## config.mk

```make
export PLATFORM = sky130hd
export DESIGN_NAME = bus_dev_port
export DESIGN_NICKNAME = d
export VERILOG_FILES = /design/src/rtl/bus_dev_port.sv
export SDC_FILE = /design/constraint.sdc
export NUM_CORES = 1
export LEC_CHECK = 0
export CAP_MARGIN = 30
export CORE_ASPECT_RATIO = 1.4
export CORE_MARGIN = 2
export CORE_UTILIZATION = 58
export CTS_BUF_LIST = sky130_fd_sc_hd__clkbuf_16
export DETAILED_ROUTE_END_ITERATION = 12
export GPL_TIMING_DRIVEN = 0
export PLACE_DENSITY_LB_ADDON = 0.25
export SKIP_CTS_REPAIR_TIMING = 1
export SKIP_LAST_GASP = 1
export SLEW_MARGIN = 15
export SYNTH_ARGS = -nofsm -noshare
export SYNTH_HDL_FRONTEND = slang
export SYNTH_SLANG_ARGS = --single-unit
```

## constraint.sdc

```tcl
create_clock -name clk -period 3.4 [get_ports clk]
set_clock_uncertainty 0.2 [all_clocks]
set_input_delay 0.68 -clock clk [delete_from_list [all_inputs] [get_ports clk]]
set_output_delay 0.68 -clock clk [all_outputs]
set_load 0.02 [all_outputs]
```

## src/rtl/bus_dev_port.sv

```systemverilog
// Device endpoint for one slot of the bus generator/arbiter: a first-word
// fall-through TX FIFO toward the arbiter, an RX FIFO from it, and sticky error flags.
module bus_dev_port #(
  parameter int         width     = 16,
  parameter int         depth     = 8,
  parameter logic [7:0] id        = 8'h00,
  parameter logic [7:0] broadcast = 8'hFF
) (
  input  logic                         clk,
  input  logic                         reset,
  input  logic                         tx_wr,
  input  logic [width-1:0]             tx_data,
  output logic                         tx_full,
  output logic [$clog2(depth+1)-1:0]   tx_count,
  output logic                         pndng,
  output logic [width-1:0]             D_pop,
  input  logic                         pop,
  input  logic                         push,
  input  logic [width-1:0]             D_push,
  input  logic                         rx_rd,
  output logic [width-1:0]             rx_data,
  output logic                         rx_valid,
  output logic                         rx_full,
  output logic                         tx_ovf,
  output logic                         tx_udf,
  output logic                         rx_ovf,
  output logic                         misroute,
  input  logic                         clr_flags
);

  localparam int AW = $clog2(depth);
  localparam int CW = $clog2(depth + 1);

  // ---------------- TX FIFO state ----------------
  logic [width-1:0] tx_mem_r [depth];
  logic [AW-1:0]    tx_wr_ptr_r;
  logic [AW-1:0]    tx_rd_ptr_r;
  logic [CW-1:0]    tx_count_r;
  logic             tx_full_r;
  logic             tx_nempty_r;
  logic             tx_pop_ok_s;
  logic             tx_wr_ok_s;
  logic [CW-1:0]    tx_count_next_s;

  // ---------------- RX FIFO state ----------------
  logic [width-1:0] rx_mem_r [depth];
  logic [AW-1:0]    rx_wr_ptr_r;
  logic [AW-1:0]    rx_rd_ptr_r;
  logic [CW-1:0]    rx_count_r;
  logic             rx_full_r;
  logic             rx_nempty_r;
  logic             rx_rd_ok_s;
  logic             rx_push_ok_s;
  logic [CW-1:0]    rx_count_next_s;

  // ---------------- flags ----------------
  logic             tx_ovf_r;
  logic             tx_udf_r;
  logic             rx_ovf_r;
  logic             misroute_r;
  logic             tx_ovf_ev_s;
  logic             tx_udf_ev_s;
  logic             rx_ovf_ev_s;
  logic             misroute_ev_s;
  logic [7:0]       push_dest_s;

  // A write into a full FIFO is accepted only when the head leaves in the same cycle.
  assign tx_pop_ok_s     = pop & tx_nempty_r;
  assign tx_wr_ok_s      = tx_wr & (~tx_full_r | tx_pop_ok_s);
  assign tx_count_next_s = tx_count_r + CW'(tx_wr_ok_s) - CW'(tx_pop_ok_s);

  assign rx_rd_ok_s      = rx_rd & rx_nempty_r;
  assign rx_push_ok_s    = push & (~rx_full_r | rx_rd_ok_s);
  assign rx_count_next_s = rx_count_r + CW'(rx_push_ok_s) - CW'(rx_rd_ok_s);

  assign push_dest_s     = D_push[width-1:width-8];
  assign tx_ovf_ev_s     = tx_wr & tx_full_r & ~pop;
  assign tx_udf_ev_s     = pop & ~tx_nempty_r;
  assign rx_ovf_ev_s     = push & rx_full_r & ~rx_rd;
  assign misroute_ev_s   = push & (push_dest_s != id) & (push_dest_s != broadcast);

  // TX pointers, occupancy and registered status
  always_ff @(posedge clk) begin
    if (reset) begin
      tx_wr_ptr_r <= {AW{1'b0}};
      tx_rd_ptr_r <= {AW{1'b0}};
      tx_count_r  <= {CW{1'b0}};
      tx_full_r   <= 1'b0;
      tx_nempty_r <= 1'b0;
    end else begin
      if (tx_wr_ok_s) begin
        tx_wr_ptr_r <= tx_wr_ptr_r + AW'(1);
      end
      if (tx_pop_ok_s) begin
        tx_rd_ptr_r <= tx_rd_ptr_r + AW'(1);
      end
      tx_count_r  <= tx_count_next_s;
      tx_full_r   <= (tx_count_next_s == CW'(depth));
      tx_nempty_r <= (tx_count_next_s != {CW{1'b0}});
    end
  end

  // TX storage; contents need no reset because the pointers define validity
  always_ff @(posedge clk) begin
    if (tx_wr_ok_s && !reset) begin
      tx_mem_r[tx_wr_ptr_r] <= tx_data;
    end
  end

  // RX pointers, occupancy and registered status
  always_ff @(posedge clk) begin
    if (reset) begin
      rx_wr_ptr_r <= {AW{1'b0}};
      rx_rd_ptr_r <= {AW{1'b0}};
      rx_count_r  <= {CW{1'b0}};
      rx_full_r   <= 1'b0;
      rx_nempty_r <= 1'b0;
    end else begin
      if (rx_push_ok_s) begin
        rx_wr_ptr_r <= rx_wr_ptr_r + AW'(1);
      end
      if (rx_rd_ok_s) begin
        rx_rd_ptr_r <= rx_rd_ptr_r + AW'(1);
      end
      rx_count_r  <= rx_count_next_s;
      rx_full_r   <= (rx_count_next_s == CW'(depth));
      rx_nempty_r <= (rx_count_next_s != {CW{1'b0}});
    end
  end

  // RX storage
  always_ff @(posedge clk) begin
    if (rx_push_ok_s && !reset) begin
      rx_mem_r[rx_wr_ptr_r] <= D_push;
    end
  end

  // Sticky flags: a same-cycle event overrides clr_flags
  always_ff @(posedge clk) begin
    if (reset) begin
      tx_ovf_r   <= 1'b0;
      tx_udf_r   <= 1'b0;
      rx_ovf_r   <= 1'b0;
      misroute_r <= 1'b0;
    end else begin
      tx_ovf_r   <= tx_ovf_ev_s   | (tx_ovf_r   & ~clr_flags);
      tx_udf_r   <= tx_udf_ev_s   | (tx_udf_r   & ~clr_flags);
      rx_ovf_r   <= rx_ovf_ev_s   | (rx_ovf_r   & ~clr_flags);
      misroute_r <= misroute_ev_s | (misroute_r & ~clr_flags);
    end
  end

  // Heads come straight from memory; registered non-empty bits zero them when empty.
  assign D_pop    = tx_nempty_r ? tx_mem_r[tx_rd_ptr_r] : {width{1'b0}};
  assign rx_data  = rx_nempty_r ? rx_mem_r[rx_rd_ptr_r] : {width{1'b0}};
  assign pndng    = tx_nempty_r;
  assign tx_full  = tx_full_r;
  assign tx_count = tx_count_r;
  assign rx_valid = rx_nempty_r;
  assign rx_full  = rx_full_r;
  assign tx_ovf   = tx_ovf_r;
  assign tx_udf   = tx_udf_r;
  assign rx_ovf   = rx_ovf_r;
  assign misroute = misroute_r;

endmodule

```

==> run summary, run 1 <==
The flow ran to the end, but the final reports show violations. The checks that failed: setup timing. The pin count of the biggest net entering global routing came out at 17. The proportion of power drawn by the clock network came out at 0.326. The capturing element type of the critical path is an output pin. The routed length per placed instance is 23.5 um. The buffer depth of the longest clock path came out at 3. The routed layout has 5775 vias.

Yosys instantiated no cell more often than edfxtp_1. The share of synthesized area in the top cell type comes to 0.677. For the pin with the worst max-slew slack, the measured transition is 0.826 ns.

STA classifies the critical path startpoint as a register. After clock tree synthesis, the clock-pin slew on the worst setup and hold paths is 0.07 ns. The final-report max-slew violation count is 0. Once layout is complete, the utilization of the core stands at 0.713. The width of the die is ~120 um.

The yosys synthesis warning count is 0. In the synthesized netlist, the number of instances is between 500 and 600. The number of enable flip-flop cells after synthesis came out at 256. Counting instances in the post-synthesis netlist gives the leading cell types as edfxtp_1 (256), dfxtp_1 (34), mux4_2 (34). The count of TritonRoute iterations in the first routing pass came out at 4. The count of nets left with antenna violations once routing finished came out at 0. The synthesis-to-layout area growth came out at 20.6%. The worst slack at placement came out at 0.0268 ns. CTS built an H-tree with a depth of 1. After global routing, the most crowded layer is met2.

The peak fanout along the critical path came out at 10. The count of input and output buffers came out at 81. The y dimension of the die is 170 um. For the finished layout, the period the worst path requires is 3.40 ns. The timing-limited maximum frequency is slightly below 300 MHz. Of the synthesized area, sequential elements account for 0.737. After synthesis, the netlist uses 37 different library cells. By area the synthesized netlist is led by edfxtp_1 (68%), mux4_1 (6.9%), mux4_2 (6.7%), dfxtp_1 (6.0%), a22o_1 (2.5%). After legalization and detailed placement, the total HPWL measured 15300 um. Setup repair after global routing could not meet its margin everywhere. For the worst flop-to-flop path, the logic depth is 10.

The latest clock arrival within the worst-skew pair is 0.52 ns. The worst relative slew slack came out at 0.447. The core region is around 0.019 mm^2.

For this design, the slowest cell found on the critical path is mux4_1. Walking the worst path, the cells encountered are buf_6 > buf_6 > mux4_1 > a22o_1 > clkdlybuf4s50_1. The share of cells above drive strength 1 is 0.197. The data arrival at the endpoint of the critical path came out at between 2 and 3 ns. The delay of the slowest critical-path stage is approximately 0.56 ns. The power spent charging and discharging nets is 2.37 mW. The number of global-route vias before repair is 6135. The fraction of registers with async set or reset after synthesis came out at 0.

The worst hold path stage count came out at 2. The total wirelength of the detailed-routed design came out at 22400 um. The cell at the root of the clock tree is clkbuf_16. The boundary pin count is a little over 80. edfxtp_1 takes more of the synthesized area than any other cell. The maximum vdd ir drop is approximately 0.47 mV. The total count of hold-check failures in the final report came to 0.

The synthesized design contains 290 register bits. The average cell area after synthesis came out at 20.2 um^2. Synthesis produced a netlist with a net count of 616. The min-delay analysis places its worst path in the category reg -> reg. The clock sink count came out at 290.

TritonCTS built the clock tree. Cell internal power was estimated by the tool at approximately 6.9 mW. After floorplanning, the core was divided into 60 placement rows. The critical path is of the reg -> out type. After synthesis the cells add up to 0.0114 mm^2.

The post-route clock period utilization came out at 1.00. In this design, the critical path's most frequently occurring cell is buf_6. The wire length of the first global-routing pass came out at 34300 um.

The met1 layer usage reported by global route came out at 0.269. Using the TritonRoute via totals, the vias-per-cell ratio works out to 6.05. The worst endpoint required time came out at 2.52 ns. The count of routing violations after the opening detailed-route iteration came out at 487.

The share of power burned in registers came out at 0.450. The total die area came out at 0.0207 mm^2. The share of power burned in combinational logic came out at 0.224. The power density normalized to cell area is 677 mW/mm^2.

For met3 alone, demand over resource in global routing was 0.0329. The worst setup margin is -0.000937 ns. The leakage component of the power is 4.84 nW. The number of DRC violations after detailed routing came out at 0. The number of inserted filler cells in the final layout came out at 1218. The max-capacitance violation count came out at 0. The placer congestion estimate came out at 0.741. The initial antenna violation count is 0. The all-layer global routing usage is 0.224. The net count of the finished layout came out at ~740.

In the global route stage, met2 resource usage came out at 0.416. Global routing finished with a remaining overflow of 0. The initial cell density of the core is 0.591. 0 antenna diodes ended up in the layout. Setup violations remaining at the end of the flow were counted as 1. The number of buffers created by CTS came out at 25. The leading register cell type out of synthesis is edfxtp_1. The switching share of power is 0.256.
## cells in the final DEF, fill, tap and decap left out, drive strengths merged, types with 3 or more instances in the layout
cell type / count
clkdlybuf4s50: 64
nor2: 24
nor3: 6
a21oi: 9
or3: 3
bufinv: 6
nand3: 11
inv: 17
nand2: 12
dfxtp: 34
o21ai: 6
nand3b: 4
mux4: 64
or4: 4
dlymetal6s2s: 17
edfxtp: 256
a21bo: 4
xor2: 8
buf: 38
clkinv: 9
a21boi: 3
clkbuf: 31
nor2b: 6
nand2b: 6
ha: 12
a22o: 32
## sequential cells by signal, indices dropped and copies added (netlist names), 3 cells and up, named ones only
name	cells
rx_rd_ptr_r	3
rx_wr_ptr_r	3
tx_rd_ptr_r	3
rx_count_r	4
tx_wr_ptr_r	3
rx_mem_r	128
tx_count	4
tx_mem_r	128
## worst max-delay path, delay by kind of cell, from the launching register on
| family | cells | cell delay (ns) |
|---|---|---|
| AOI/OAI and AO/OA | 1 | 0.23 |
| buffers and inverters | 3 | 0.88 |
| DFF | 1 | 0.33 |
| muxes | 1 | 0.56 |
## through the flow
stage | total power, mW | TNS, ns | cells | hold slack [ns] | instance area, um^2
2_1_floorplan | 5.55 | 0 | 563 | 0.254 | 11400
3_3_place_gp | 6.24 | -144.14 | 892 | 0.253 | 12500
3_5_place_dp | 6.34 | 0 | 912 | 0.250 | 12800
4_1_cts | 9.36 | -3.50 | 957 | 0.273 | 13600
5_1_grt | 9.63 | -0.0801 | 955 | 0.312 | 13700
6_report | 9.27 | -0.000937 | 955 | 0.272 | 13700
## cell type report
class                      count  area, um^2  share of cell area
sequential                   290        8370               0.611
multi-input combinational    233        2790               0.204
timing repair buffer         101        1090              0.0793
clock buffer                  25         626              0.0457
tap                          248         310              0.0227
clock inverter                20         255              0.0186
buffer                        24         206              0.0151
inverter                      14        52.6             0.00384
## logic make-up after synthesis
logic type,after synthesis,share of synthesized area
xor+xnor,8,0.00617
mux,66,0.139
simple gates,85,0.0383
fa+ha+maj,14,0.0167
compound gates,60,0.0405
buf+inv,40,0.0226
flops,290,0.737
## path summary, 6_finish.rpt
| path | start | endpoint | slack (ns) |
|---|---|---|---|
| hold / removal | tx_udf | tx_udf | 0.27 |
| setup reg to reg | pndng | tx_full | 0.83 |
| hold reg to reg | tx_udf | tx_udf | 0.27 |
| setup / recovery | register | D_pop[10] | -0.0009 |
## layer usage
layer / vias to the layer above / wire (um)
li1: 2578 / -
met1: 2983 / 8250
met2: 175 / 12600
met3: 39 / 1090
met4: 0 / 502
met5: - / 0
## power groups by stage
stage	registers, mW	clock network (mW)	logic, mW
2_1_floorplan	4.27	0	1.28
3_3_place_gp	4.23	0	2.00
4_1_cts	4.17	3.08	2.11
5_1_grt	4.19	3.20	2.24
3_5_place_dp	4.25	0	2.09
6_report	4.17	3.03	2.07
No activity file was read; power rests on OpenSTA's default activity.
==> inputs of run 2 (changes only) <==
CORE_ASPECT_RATIO = not set   (was 1.4)
HOLD_SLACK_MARGIN = 0.15   (was not set)
==> run summary, run 2 (same netlist as run 1, synthesis figures left out) <==
Setup repair after global routing could not meet its margin everywhere. The peak fanout along the critical path came out at 10. The share of power burned in combinational logic came out at 0.225.

The total die area came out at 0.0207 mm^2. The initial cell density of the core came out at 0.587. The flow ran to the end, and the final reports show no timing, DRC or antenna violations. The y dimension of the die is 144 um.

The final period demand of the worst path is between 3 and 4 ns. Headroom to the max-slew limit came out at 0.394. The number of DRC violations after detailed routing is 0. Of the total power, registers draw 0.449.

For this design the static power due to leakage is 5.03 nW. The latest clock arrival within the worst-skew pair came out at 0.53 ns. The net count of the finished layout is between 700 and 800. The tightest min-delay check is of the reg -> reg type. The all-layer global routing usage came out at 0.226.

The clock slew seen by the registers of the worst setup and hold paths is 0.06 ns. The detail-routed via count per cell came out at 5.98. Of the total power, the share spent switching nets is 0.262. The worst setup margin is ~0.02 ns. The max-capacitance violation count came out at 0. The number of setup violations in the final report came out at 0. Row generation in the floorplan step produced 51 rows. The number of global-route vias before repair is 6073. The total count of hold-check failures in the final report is 0. The count of input and output buffers is 81.

The internal portion of the total power is 6.87 mW. The routed length per placed instance came out at about 23 um. The share of cells above drive strength 1 is 0.200. The worst slack at placement came out at -0.0432 ns. Among the stages of the critical path, the cell type that occurs most often is buf_6.

The final-report max-slew violation count came to 0. For this design, the sink count on the clock tree is 290. The vias after detailed routing is between 5000 and 6000. The count of TritonRoute iterations in the first routing pass came out at 5. Relative to the synthesized area, the layout overhead comes to 21.3%. The final antenna-violating net count is 0. CTS built an H-tree with a depth of 1. TritonCTS built the clock tree. IR analysis of the VDD net gives a maximum drop of 0.478 mV.

Data arrives at the worst endpoint at roughly 2.5 ns. In the finished design, the share of the clock period the worst path needs comes to 0.994. The pin count of the biggest net entering global routing came out at 16.

STA puts the critical path data required time at 2.52 ns. The worst-case hold slack is ~0.27 ns. The analysis attributes to net switching a power of 2.44 mW. The buffer depth of the longest clock path came out at 3. The slew at the pin with the worst max-slew slack came out at 0.903 ns. The count of routing violations after the opening detailed-route iteration came out at 506. The setup total negative slack is 0 ns. The most common library cell in the layout ignoring fill and taps is edfxtp_1. The largest registers in the layout are rx_mem_r: 128 flops, tx_mem_r: 128 flops. The root buffer cell chosen for the clock tree is clkbuf_16. On the critical path, the stage with the largest delay is an instance of mux4_1.

The wire length of the first global-routing pass is around 35000 um. For this run the aggregate overflow at the end of global routing stands at 0. The critical path start-end classification is reg -> out. The number of clock buffers added by TritonCTS is 28.

The delay of the slowest critical-path stage came out at roughly 0.56 ns. Pin placement for this block handled 83 I/O pins. The wire-length estimate of the detail-placed layout is 14900 um. The number of antenna diodes in the final layout is 0. The congestion estimate from routability-driven global placement came to between 0.7 and 0.8. The worst setup path is captured at an output pin.

The top cell types in the final layout, fill and taps aside, are edfxtp_1 (256), clkdlybuf4s50_1 (54), mux4_2 (34). The width of the die came out at between 100 and 150 um. Traced cell by cell, the critical path runs through buf_6 > buf_6 > mux4_1 > a22o_1 > clkdlybuf4s50_1. The power density normalized to cell area is 676 mW/mm^2. STA classifies the critical path startpoint as a register. Timing would allow up to approximately 300 MHz. For this block, the routed nets add up to 22800 um of wire. The core outline area is 0.0193 mm^2. The initial antenna violation count is 0. The proportion of power drawn by the clock network came out at 0.326.
-- run 2: cell count changes in the layout (fill, tap and decap cells not counted), moves of 2 or more --
cell / before / now
buf_6: 8 / 10
inv_1: 16 / 21
clkinv_2: 4 / 7
clkbuf_4: 1 / 3
dlymetal6s2s_1: 17 / 27
bufinv_16: 6 / 3
buf_8: 9 / 7
clkbuf_16: 25 / 29
clkdlybuf4s50_1: 64 / 54
-- run 2: power groups by stage --
| stage | clock [mW] | sequential [mW] | combinational, mW |
|---|---|---|---|
| 3_5_place_dp | 0 | 4.25 | 2.11 |
| 3_3_place_gp | 0 | 4.24 | 2.01 |
| 4_1_cts | 3.07 | 4.18 | 2.13 |
| 6_report | 3.03 | 4.18 | 2.10 |
| 5_1_grt | 3.21 | 4.20 | 2.24 |
| 2_1_floorplan | 0 | 4.27 | 1.28 |
-- run 2: critical path, delay by kind of cell (launching register included) --
family / cells / cell delay, ns
muxes: 1 / 0.56
buffers and inverters: 3 / 0.88
AOI/OAI and AO/OA: 1 / 0.21
DFF: 1 / 0.32
-- run 2: path summary, 6_finish.rpt --
path	from	end	slack (ns)	depth (start not counted)
min reg2reg	tx_udf	tx_udf	0.27	2
max reg2reg	pndng	tx_full	0.77	10
min	tx_udf	tx_udf	0.27	2
max	register	rx_data[11]	0.02	5
-- run 2: layout make-up --
class	instances	area, um^2
buffer	24	209
clock buffer	29	726
clock inverter	23	184
fill	1159	5560
inverter	14	52.6
multi-input combinational	233	2790
sequential	290	8370
tap	265	332
timing repair buffer	102	1110
-- run 2: layer usage --
metal  routed length, um  up-vias  global-route usage
li1                    -     2577                   -
met1                9750     3033               0.322
met2               11200      218               0.372
met3                1530       37              0.0403
met4                 402        0              0.0537
met5                   0        -                   0
-- run 2: metrics by stage --
| step | utilization | cell area (um^2) | power (mW) | instances |
|---|---|---|---|---|
| after detailed placement | 0.661 | 12800 | 6.36 | 930 |
| after floorplan | - | 11400 | 5.55 | 563 |
| after global routing | 0.712 | 13800 | 9.65 | 980 |
| after global placement | 0.646 | 12500 | 6.24 | 909 |
| after CTS | 0.708 | 13700 | 9.38 | 982 |
| final | 0.712 | 13800 | 9.31 | 980 |
==> inputs of run 3 (changes only) <==
clock period = 3.41 ns   (was 3.4 ns; I/O delays follow)
==> run summary, run 3 (same netlist as run 1, synthesis figures left out) <==
The run finished with clean final reports. At the end of routability-driven placement, the weighted congestion stood at between 0.7 and 0.8. Based on the critical path, the design can be clocked at up to 296 MHz.

The clock sink count came out at 290. The post-route clock period utilization came out at 0.992. The peak fanout along the critical path came out at 10.

The first global-routing pass estimated 34700 um of wire. The width of the die came out at 144 um. The detailed placer's ending HPWL is 14900 um.

In this design, the critical path's most frequently occurring cell is buf_6. The core outline area came out at 0.0193 mm^2. The worst setup path is launched from a register. The site row count came out at 51.

The detailed router finished its first iteration with approximately 500 violations. The worst-case hold slack is 0.274 ns. The buffer depth of the longest clock path came out at 3. Entering global routing, the biggest net connects 16 pins. The slowest library cell on the worst path is mux4_1. Traced cell by cell, the critical path runs through buf_6 > buf_6 > mux4_1 > a22o_1 > clkdlybuf4s50_1. The data arrival at the endpoint of the critical path came out at 2.50 ns.

For the worst setup path, the data required time is 2.53 ns. The worst slack at placement came out at -0.0352 ns. The layout has approximately 1200 filler cells. The number of global-route vias before repair came to approximately 6100. The clock tree from TritonCTS is yes. The largest registers in the layout are rx_mem_r: 128 flops, tx_mem_r: 128 flops. In this run the worst hold path is classified as reg -> reg. In this run the number of H-tree levels came out at 1. In this run the vertical extent of the chip is 144 um. The most common library cell in the layout ignoring fill and taps is edfxtp_1. Clock-pin slew was measured on the worst setup and hold paths at around 0.060 ns. The total wirelength of the detailed-routed design came out at 22800 um. The power spent charging and discharging nets is 2.43 mW. In this run the clock root is driven by a clkbuf_16. The final global-route overflow total came out at 0. The count of TritonRoute iterations in the first routing pass is 5.

The switching share of power is 0.262. The final antenna-violating net count came out at 0. Setup violations remaining at the end of the flow were counted as 0. The share of power burned in registers came out at 0.449. In this run the tool buffered the top-level ports with 81 buffer cells.

The count of placed standard cells in the final layout, fillers left out came out at approximately 1000. The worst setup margin is 0.0287 ns. The number of buffers created by CTS is 28.

The critical path is of the reg -> out type. The final-report max-slew violation count came to 0. For this run, the total global-route usage over all layers was measured as 0.226. The share of power burned in combinational logic came out at 0.225. The number of diodes added for antenna fixing is 0.

For this design the static power due to leakage is between 5 and 6 nW. The final period demand of the worst path came out at 3.38 ns. The detail-routed via count per cell came out at 5.99. At the pin with the least slew margin, the transition time is about 0.91 ns. The max-capacitance violation count is 0. The initial antenna violation count is 0. The internal power came out at between 6 and 7 mW. The number of DRC violations after detailed routing is 0. The initial cell density of the core came out at 0.587. The power density normalized to cell area came out at 674 mW/mm^2.

The sequential cell area is 0.00837 mm^2. Dividing the detail-routed wire length by the instance count gives 23.3 um. The synthesis-to-layout area growth is 21.2%.

In the final layout, the share of cells above drive strength 1 is 0.200. Leaving out fill and tap cells, the most frequent cells in the layout are edfxtp_1 (256), clkdlybuf4s50_1 (56), mux4_2 (34). The net count of the finished layout is between 700 and 800.

On the critical path the largest part of the delay comes from buffers and inverters. Setup repair after global routing could not meet its margin everywhere. The proportion of power drawn by the clock network is 0.326.

For the worst-skew pair, the clock arrives at the later sink with an insertion delay of 0.53 ns. Summing all multi-input logic gate instances after layout gives 0.00279 mm^2. Including well taps, the total number of placed cells is 930. The vias after detailed routing came out at 5871.

The critical path buffer and inverter count came out at 3. The worst setup path is captured at an output pin. The total count of hold-check failures in the final report came out at 0. The boundary pin count is 83. The worst relative slew slack is 0.392. The worst-case IR drop observed on VDD is about 0.48 mV. The total die area came out at 0.0207 mm^2.

The delay of the slowest critical-path stage is roughly 0.56 ns.
## run 3: changes by cell type in the layout (fill, tap and decap cells not counted), sizes merged
| cell | before | now |
|---|---|---|
| clkdlybuf4s50 | 54 | 56 |
| dlymetal6s2s | 27 | 25 |
## run 3: path summary, 6_finish.rpt
check | start | end | slack [ns] | cells past startpoint
worst max register to register | pndng | tx_full | 0.78 | 10
worst min register to register | tx_udf | tx_udf | 0.27 | 2
worst min-delay path | tx_udf | tx_udf | 0.27 | 2
worst max-delay path | register | rx_data[11] | 0.03 | 5
## run 3: worst reg2reg max path: stages (launching register included)
cell and delay [ns]:
dfxtp_1 0.47, a21bo_2 0.26, nand2_1 0.08, ha_1 0.27
inv_1 0.06, ha_1 0.14, inv_1 0.05, fa_1 0.38
xor2_1 0.18, and3b_1 0.21, a21boi_0 0.24
## run 3: power by group through the flow
stage	logic (mW)	registers, mW	clock network (mW)
final	2.09	4.17	3.03
after global routing	2.24	4.18	3.20
after CTS	2.12	4.16	3.06
after detailed placement	2.10	4.24	0
after global placement	2.00	4.22	0
after floorplan	1.28	4.26	0
## run 3: final cells by class
type / count / area share
multi-input combinational: 233 / 0.203
tap: 265 / 0.0241
clock inverter: 23 / 0.0134
inverter: 14 / 0.00382
clock buffer: 29 / 0.0527
timing repair buffer: 102 / 0.0803
buffer: 24 / 0.0152
sequential: 290 / 0.608
## run 3: metrics by stage
step                      area (um^2)  TNS, ns   util  total power [mW]
final                           13800        0  0.712              9.28
after global routing            13800  -0.0437  0.712              9.62
after CTS                       13700    -5.07  0.708              9.35
after detailed placement        12800  -0.0352  0.661              6.34
after global placement          12500  -149.82  0.646              6.22
after floorplan                 11400        0      -              5.54
## run 3: routing by layer
layer	routed length [um]	global-route usage	part of all wire
met4	401	0.0537	0.018
met5	0	0	0
met1	9760	0.322	0.43
met2	11200	0.372	0.49
met3	1510	0.0403	0.066
